===== src/rtl/wave_sequencer.sv =====
// Four-entry step-table waveform sequencer playing square or rest steps on an 8-bit output.
// Optional macro WAVE_SEQ_LOOP_EN adds a loop input that replays the table until stop.
module wave_sequencer #(
    parameter int HPW = 8,
    parameter int CW  = 4
) (
    input  logic              clk,
    input  logic              rst,
    input  logic              cfg_we,
    input  logic [1:0]        cfg_addr,
    input  logic [CW+HPW:0]   cfg_data,
    input  logic [2:0]        num_steps,
    input  logic              start,
    input  logic              stop,
`ifdef WAVE_SEQ_LOOP_EN
    input  logic              loop,
`endif
    output logic              busy,
    output logic              done,
    output logic [1:0]        step_idx,
    output logic [7:0]        wave
);

    localparam int DW = CW + HPW + 1;

    typedef enum logic [1:0] {
        S_IDLE = 2'd0,
        S_LOAD = 2'd1,
        S_RUN  = 2'd2,
        S_DONE = 2'd3
    } state_t;

    state_t          state_r;
    logic [DW-1:0]   table_r [4];
    logic [1:0]      last_idx_r;
    logic            mode_r;
    logic            phase_r;
    logic [HPW-1:0]  hp_r;
    logic [HPW-1:0]  hp_cnt_r;
    logic [CW-1:0]   cyc_cnt_r;

    logic [DW-1:0]   entry_s;
    logic            ent_mode_s;
    logic [CW-1:0]   ent_cycles_s;
    logic [HPW-1:0]  ent_hp_s;
    logic [HPW-1:0]  ent_hpm1_s;
    logic            start_ok_s;
    logic [1:0]      last_idx_s;
    logic            last_step_s;
    logic            loop_s;
    logic            adv_done_s;
    logic [1:0]      adv_idx_s;
    logic            step_end_s;
    logic            to_done_s;

    // Decode the current table entry and derive step-advance / abort decisions.
    always_comb begin
        entry_s      = table_r[step_idx];
        ent_mode_s   = entry_s[DW-1];
        ent_cycles_s = entry_s[DW-2:HPW];
        ent_hp_s     = entry_s[HPW-1:0];
        // Phase counters run down to zero, so store half_period-1; zero behaves as one.
        if (ent_hp_s == {HPW{1'b0}}) begin
            ent_hpm1_s = {HPW{1'b0}};
        end else begin
            ent_hpm1_s = ent_hp_s - HPW'(1);
        end
`ifdef WAVE_SEQ_LOOP_EN
        loop_s = loop;
`else
        loop_s = 1'b0;
`endif
        start_ok_s  = start && (num_steps != 3'd0) && (num_steps <= 3'd4);
        last_idx_s  = 2'(num_steps - 3'd1);
        last_step_s = (step_idx == last_idx_r);
        adv_done_s  = last_step_s && !loop_s;
        if (last_step_s) begin
            adv_idx_s = 2'd0;
        end else begin
            adv_idx_s = step_idx + 2'd1;
        end
        if (state_r == S_LOAD) begin
            step_end_s = (ent_cycles_s == {CW{1'b0}});
        end else if (state_r == S_RUN) begin
            step_end_s = (hp_cnt_r == {HPW{1'b0}}) && !phase_r && (cyc_cnt_r == {CW{1'b0}});
        end else begin
            step_end_s = 1'b0;
        end
        if ((state_r == S_LOAD) || (state_r == S_RUN)) begin
            to_done_s = stop || (step_end_s && adv_done_s);
        end else begin
            to_done_s = 1'b0;
        end
    end

    // Sequencer state, step table, phase counters and registered outputs.
    always_ff @(posedge clk or negedge rst) begin
        if (!rst) begin
            state_r    <= S_IDLE;
            for (int i = 0; i < 4; i++) begin
                table_r[i] <= {DW{1'b0}};
            end
            last_idx_r <= 2'd0;
            mode_r     <= 1'b0;
            phase_r    <= 1'b0;
            hp_r       <= {HPW{1'b0}};
            hp_cnt_r   <= {HPW{1'b0}};
            cyc_cnt_r  <= {CW{1'b0}};
            busy       <= 1'b0;
            done       <= 1'b0;
            step_idx   <= 2'd0;
            wave       <= 8'h00;
        end else begin
            if (cfg_we && (state_r == S_IDLE)) begin
                table_r[cfg_addr] <= cfg_data;
            end
            done <= 1'b0;
            if (to_done_s) begin
                state_r  <= S_DONE;
                done     <= 1'b1;
                busy     <= 1'b0;
                wave     <= 8'h00;
                step_idx <= 2'd0;
            end else if (step_end_s) begin
                state_r  <= S_LOAD;
                step_idx <= adv_idx_s;
            end else begin
                case (state_r)
                    S_IDLE: begin
                        if (start_ok_s) begin
                            state_r    <= S_LOAD;
                            busy       <= 1'b1;
                            step_idx   <= 2'd0;
                            last_idx_r <= last_idx_s;
                        end
                    end
                    S_LOAD: begin
                        state_r   <= S_RUN;
                        mode_r    <= ent_mode_s;
                        hp_r      <= ent_hpm1_s;
                        hp_cnt_r  <= ent_hpm1_s;
                        cyc_cnt_r <= ent_cycles_s - CW'(1);
                        phase_r   <= 1'b1;
                        wave      <= ent_mode_s ? 8'h00 : 8'hFF;
                    end
                    S_RUN: begin
                        if (hp_cnt_r != {HPW{1'b0}}) begin
                            hp_cnt_r <= hp_cnt_r - HPW'(1);
                        end else if (phase_r) begin
                            phase_r  <= 1'b0;
                            wave     <= 8'h00;
                            hp_cnt_r <= hp_r;
                        end else begin
                            cyc_cnt_r <= cyc_cnt_r - CW'(1);
                            phase_r   <= 1'b1;
                            wave      <= mode_r ? 8'h00 : 8'hFF;
                            hp_cnt_r  <= hp_r;
                        end
                    end
                    S_DONE: begin
                        state_r <= S_IDLE;
                    end
                    default: begin
                        state_r  <= S_IDLE;
                        busy     <= 1'b0;
                        step_idx <= 2'd0;
                        wave     <= 8'h00;
                    end
                endcase
            end
        end
    end

endmodule

===== config.mk =====
export PLATFORM = sky130hd
export DESIGN_NAME = wave_sequencer
export DESIGN_NICKNAME = d
export VERILOG_FILES = /design/src/rtl/wave_sequencer.sv
export SDC_FILE = /design/constraint.sdc
export NUM_CORES = 1
export LEC_CHECK = 0
export ABC_AREA = 1
export CAP_MARGIN = 20
export CORE_MARGIN = 2
export CORE_UTILIZATION = 59
export CTS_CLUSTER_SIZE = 28
export DETAILED_ROUTE_END_ITERATION = 7
export GPL_TIMING_DRIVEN = 0
export PLACE_DENSITY = 0.86
export SETUP_SLACK_MARGIN = 0.15
export SLEW_MARGIN = 10
export SYNTH_ARGS = -nofsm -noshare
export SYNTH_HDL_FRONTEND = slang
export SYNTH_SLANG_ARGS = --single-unit

===== constraint.sdc =====
create_clock -name clk -period 2.8 [get_ports clk]
set_input_delay 0.42 -clock clk [delete_from_list [all_inputs] [get_ports clk]]
set_output_delay 0.42 -clock clk [all_outputs]
set_load 0.02 [all_outputs]

[Yosys cells after proc, flatten, opt, wreduce, memory -nomap -nowiden]
Index checks and enable logic that the tools add are counted.
Cells by class
  add/subtract/negate cells: 6
  order comparisons: 4
  eq/ne operators: 9
  multiplexer cells: 39
  bitwise gates (word level): 4
  reductions and logical operators: 33
Operators with widths (count)
  8-bit 2-to-1 mux: 8
  52-bit bitwise mux: 1
  13-bit 2-to-1 mux: 3
  8-bit one-hot mux with 2 select lines: 2
  13-bit binary-select mux with 2-bit select: 1
  13-bit demux with 2-bit select: 1
  8-bit logical NOT: 2
  2-bit 2-to-1 mux: 8
  8-bit by 1-bit subtractor with 8-bit output, second input constant: 2
  3-bit AND reduction: 4
  3-bit nonzero test: 4
  1-bit 2-to-1 mux: 10
  4-bit logical NOT: 2
  4-bit 2-to-1 mux: 2
  4-bit one-hot mux with 2 select lines: 1
  4-bit AND reduction: 2
  8-bit nonzero test: 1
  4-bit by 1-bit subtractor with 4-bit output, second input constant: 2
  1-bit logical AND: 7
  3-bit greater-or-equal comparator, second input constant: 2
  2-bit inverter with 3-bit output: 2
  2-bit one-hot mux with 3 select lines: 1
  2-bit nonzero test: 3
  5-bit AND reduction: 1
  other kinds (18): 23
Word-level totals
  register bits: 90
  input port bits: 23
  logic and storage cells: 110

[Logic depth before layout (Yosys ltp)]
  word-level depth: 11
  depth in mapped cells: 17
  gate-level depth less buffers: 14

[Worst setup path before layout]
OpenSTA, ideal clock, no wires.
  path kind: reg2reg
  from: reg step_idx[0]
  to: reg hp_cnt_r[3]
  arrival time: 1.991 ns
  required time: 2.676 ns
  setup slack: 0.686 ns
  cell stages (with the launch flop): 15
  buffers on the path: 3
  clock period less this slack: 2.114 ns
  cell sequence: dfrtp_1 buf_6 buf_6 buf_6 o211ai_1 nand2_1 inv_1 ha_1 nand3_4 nor2_4 nand2_2 nand2_2 nor2_1 o21ai_1 o21ai_1
On the way
  cells in the longest elaborated chain, start to end: 11
  elaborated cells between the ends (all ways): 17
  those cells by class: 1 x add/sub; 1 x eq/ne; 7 x mux; 3 x bitwise; 5 x reduce/logical
Ends and longest elaborated chain
  start: declaration: RTL line 20  | output logic [1:0] step_idx,
  start signal: assignment: RTL line 126  | step_idx <= adv_idx_s;
  branches (longest 11 deep; another with 8-bit by 1-bit subtractor with 8-bit output)
  end signal: assignment: RTL line 107  | hp_cnt_r <= {HPW{1'b0}};
  end signal: assignment: RTL line 141  | hp_cnt_r <= ent_hpm1_s;
  end signal: assignment: RTL line 148  | hp_cnt_r <= hp_cnt_r - HPW'(1);
  end: declaration: RTL line 39  | logic [HPW-1:0] hp_cnt_r;
Several ways; the timed one is not identified. The select of a mux whose other input is x is not followed.
A chain may end at the register's enable or synchronous reset.

[Worst setup path in the final report]
  from: reg state_r[0]
  to: reg step_idx[0]
On the way
  cells in the longest elaborated chain, start to end: 8
  elaborated cells between the ends (all ways): 14
  those cells by class: 2 x eq/ne; 5 x mux; 7 x reduce/logical
Ends and longest elaborated chain
  start: declaration: RTL line 33  | state_t state_r;
  start signal: assignment: RTL line 99  | state_r <= S_IDLE;
  start signal: assignment: RTL line 119  | state_r <= S_DONE;
  start signal: assignment: RTL line 125  | state_r <= S_LOAD;
  2-bit == test: RTL line 84, 89
  1-bit 2-to-1 mux: RTL line 84  | end else if (state_r == S_RUN) begin
  1-bit 2-to-1 mux: RTL line 82  | if (state_r == S_LOAD) begin
  1-bit logical AND: RTL line 90  | to_done_s = stop || (step_end_s && adv_done_s);
  1-bit logical OR: RTL line 90
  1-bit 2-to-1 mux: RTL line 89  | if ((state_r == S_LOAD) || (state_r == S_RUN)) begin
  3-bit nonzero test (no line)
  2-bit AND reduction (no line)
Several ways; a longest one is shown, not always the timed one.

==> run metrics <==
first-pass GRT wire length=18700 um; Worst Setup Start Kind=flop; sequential cell area fraction in the yosys report=0.450; clk sink count=83; Simple-Gate Fraction of Synth Area=0.244; cell taking the most area after synthesis=dfrtp_1; Largest stage delay, worst path=420 ps; footprint of the multi-input gates=2020 um2; number of synthesized register bits=83; CP Data Required Time=3030 ps; RePlAce Congestion=0.859; Crit path top cell by count=nand2_1; Storage cell area=2080 um2; # diodes=0; unrepaired setup endpoints after global routing=no; XOR/XNOR Fraction of Synth Area=0.0152; layout cell share with drive strength beyond 1=0.114; synthesized instance count=588; clk_skew=8.34 ps; Critical R2R Launch=state_r[0]$_DFFE_PN0P_; CP Max Fanout=10; final WL=10900 um; CP endpoint=step_idx[0]$_DFFE_PN0P_; worst slew pin tran=887 ps; slowest CP cell=dfrtp_1; Die ar.=8540 um2; R2R depth=15; CP Depth=15; pin count of the biggest net entering global routing=63; Post-Route Setup TNS=0 ps; Site Rows=32; top post-synthesis cells by area=dfrtp_1 (45%), nand2_1 (13%), o21ai_0 (8.1%); initial drt markers=289; CTS resizes=0; Tcrit/Tclk final=0.842; EDFF count, synth=0; Core Util, Final=0.694; Synth async-reset ratio=1.00; Final Net Count=668; Clk pin slew, worst setup/hold paths=90 ps; Final min period=2360 ps; Initial DRT Pass Iterations=5; Post-synth top flop=dfrtp_1; final hold violations=0; CP top delay family=simple AND/OR/NAND/NOR gates; leakage=0.00264 uW; Max-Cap Viols=0; Clock Path Buffers=2; Power per Cell Area=1260 nW/um2; post-synthesis mux area share=0; Slew Limit Fails=0; largest family of logic cells by synthesized area=simple AND/OR/NAND/NOR gates; average wire per standard cell=14.7 um; final setup fails=0; crit path from=state_r[0]$_DFFE_PN0P_; CP Capture Type=flop; Post-synth top cells=nand2_1 (159), dfrtp_1 (83), o21ai_0 (75); Crit path buffers/inverters=3; die height=92.4 um; r2r setup slk=440 ps; cts hold-fix bufs=1; Post-Synth Adder-Cell Area=0.0271; Mapped Nets=621; Filler Cell Count=639; ANT nets after route=0; HPWL Detailed=7810 um; Vias/cell=5.49; Crit Path Class=flop to flop; reg2reg end=step_idx[0]$_DFFE_PN0P_; DRC viols=0; status=finished clean; Max rail drop VDD=0.000540 V; Ports=35; FMAX=0.424 GHz; Max-slew headroom=0.404; Core Region=7650 um2; CTS tree=built; vias=4075; synthesized area=4610 um2; Root Buffer=clkbuf_8; Avg Inst Size Synth=7.84 um2; worst hold path type=input pin to async pin; Port Buffer Count=34; Layout area overhead=15.1%; gr ovfl total=0; Synth Area in Compound Gates=0.152; total track usage=0.275; Synth top area share=0.450; Starting Density=0.603; CP cell instances=inv_1 > ha_1 > clkbuf_1 > nand2_1 > nor2_1 > nand2_1 > nand2_1 > nand3_1 > nand2_1 > nand2_2 > buf_6 > nand2_1 > nor2_2 > nand2_1 > nand2_1; critical path arrival=2580 ps; post-CTS setup buffers=0; CTS H-Tree Depth=3; Num CTS Buffers=9; Ys Warns=0; initial antenna violation count=0; vias in the first global route=4067; Skew-Pair Late Insertion Delay=360 ps; Unique masters post-synth=38; most frequent cell after synthesis=nand2_1; Die X=92.4 um
==> report_power, final <==
group,leakage [uW],total [uW],internal (uW),switching [uW]
Sequential,0.00103,2090,1770,317
Clock,0.0000901,875,418,457
Combinational,0.00152,3700,1390,2310
Total,0.00264,6670,3580,3090
==> final cells by class <==
cell class,instances,area share
inverters,79,0.0570
well taps,102,0.0240
clock buffers,11,0.0248
clock inverters,5,0.0118
multi-input cells,397,0.381
plain buffers,29,0.0394
flip-flops and latches,83,0.391
repair buffers,36,0.0707
==> stage by stage <==
step	total power (uW)	hold slack (ps)	std cells	area, um2	worst slack [ps]
2_1_floorplan	4820	124	588	4610	686
3_3_place_gp	5550	461	724	5080	-1580
3_5_place_dp	5750	341	725	5100	261
4_1_cts	6650	486	742	5310	431
5_1_grt	7260	509	742	5310	223
6_report	6670	489	742	5310	442
==> registers in the layout (all words and copies together), names as in the netlist <==
| name | cells |
|---|---|
| table_r | 52 |
| hp_cnt_r | 8 |
| hp_r | 8 |
| cyc_cnt_r | 4 |
| last_idx_r | 2 |
| state_r | 2 |
| step_idx | 2 |
| busy | 1 |
| done | 1 |
| mode_r | 1 |
| phase_r | 1 |
| wave | 1 |
==> worst min-delay path by stage <==
stage | from | endpoint | slack (ps) | cells past startpoint
after floorplan | rst | busy$_DFFE_PN0P_ | 120 | 0
after global placement | table_r[20]$_DFFE_PN0P_ | table_r[20]$_DFFE_PN0P_ | 460 | 2
after detailed placement | rst | cyc_cnt_r[0]$_DFFE_PN0P_ | 340 | 1
after CTS | hp_r[4]$_DFFE_PN0P_ | hp_r[4]$_DFFE_PN0P_ | 490 | 2
after global routing | rst | table_r[11]$_DFFE_PN0P_ | 510 | 2
final | rst | table_r[11]$_DFFE_PN0P_ | 490 | 2
==> kinds of logic after synthesis <==
logic type	count (synthesis)
AND/OR/NAND/NOR	255
buffers and inverters	108
flip-flops	83
XOR/XNOR	8
adder cells (fa/ha/maj)	10
AO/OA/AOI/OAI	124
==> metal layers <==
metal / track usage / up-vias / share of wire
li1: - / 1960 / -
met1: 0.342 / 1926 / 0.41
met2: 0.475 / 160 / 0.50
met3: 0.0431 / 29 / 0.061
met4: 0.121 / 0 / 0.028
met5: 0 / - / 0
==> cells in the final DEF, fill, tap and decap left out, drive strengths merged, types with 2 or more instances in the layout <==
| cell | n |
|---|---|
| clkbuf | 21 |
| buf | 21 |
| dfrtp | 83 |
| nand3 | 29 |
| xor2 | 6 |
| nor3 | 4 |
| clkinvlp | 2 |
| xnor2 | 2 |
| clkinv | 2 |
| nand4 | 8 |
| a21boi | 3 |
| a21oi | 9 |
| o21ai | 99 |
| o211ai | 8 |
| ha | 10 |
| o22ai | 2 |
| nor2 | 45 |
| nand2 | 167 |
| inv | 79 |
| clkdlybuf4s50 | 33 |
No activity file was read; power rests on OpenSTA's default activity.
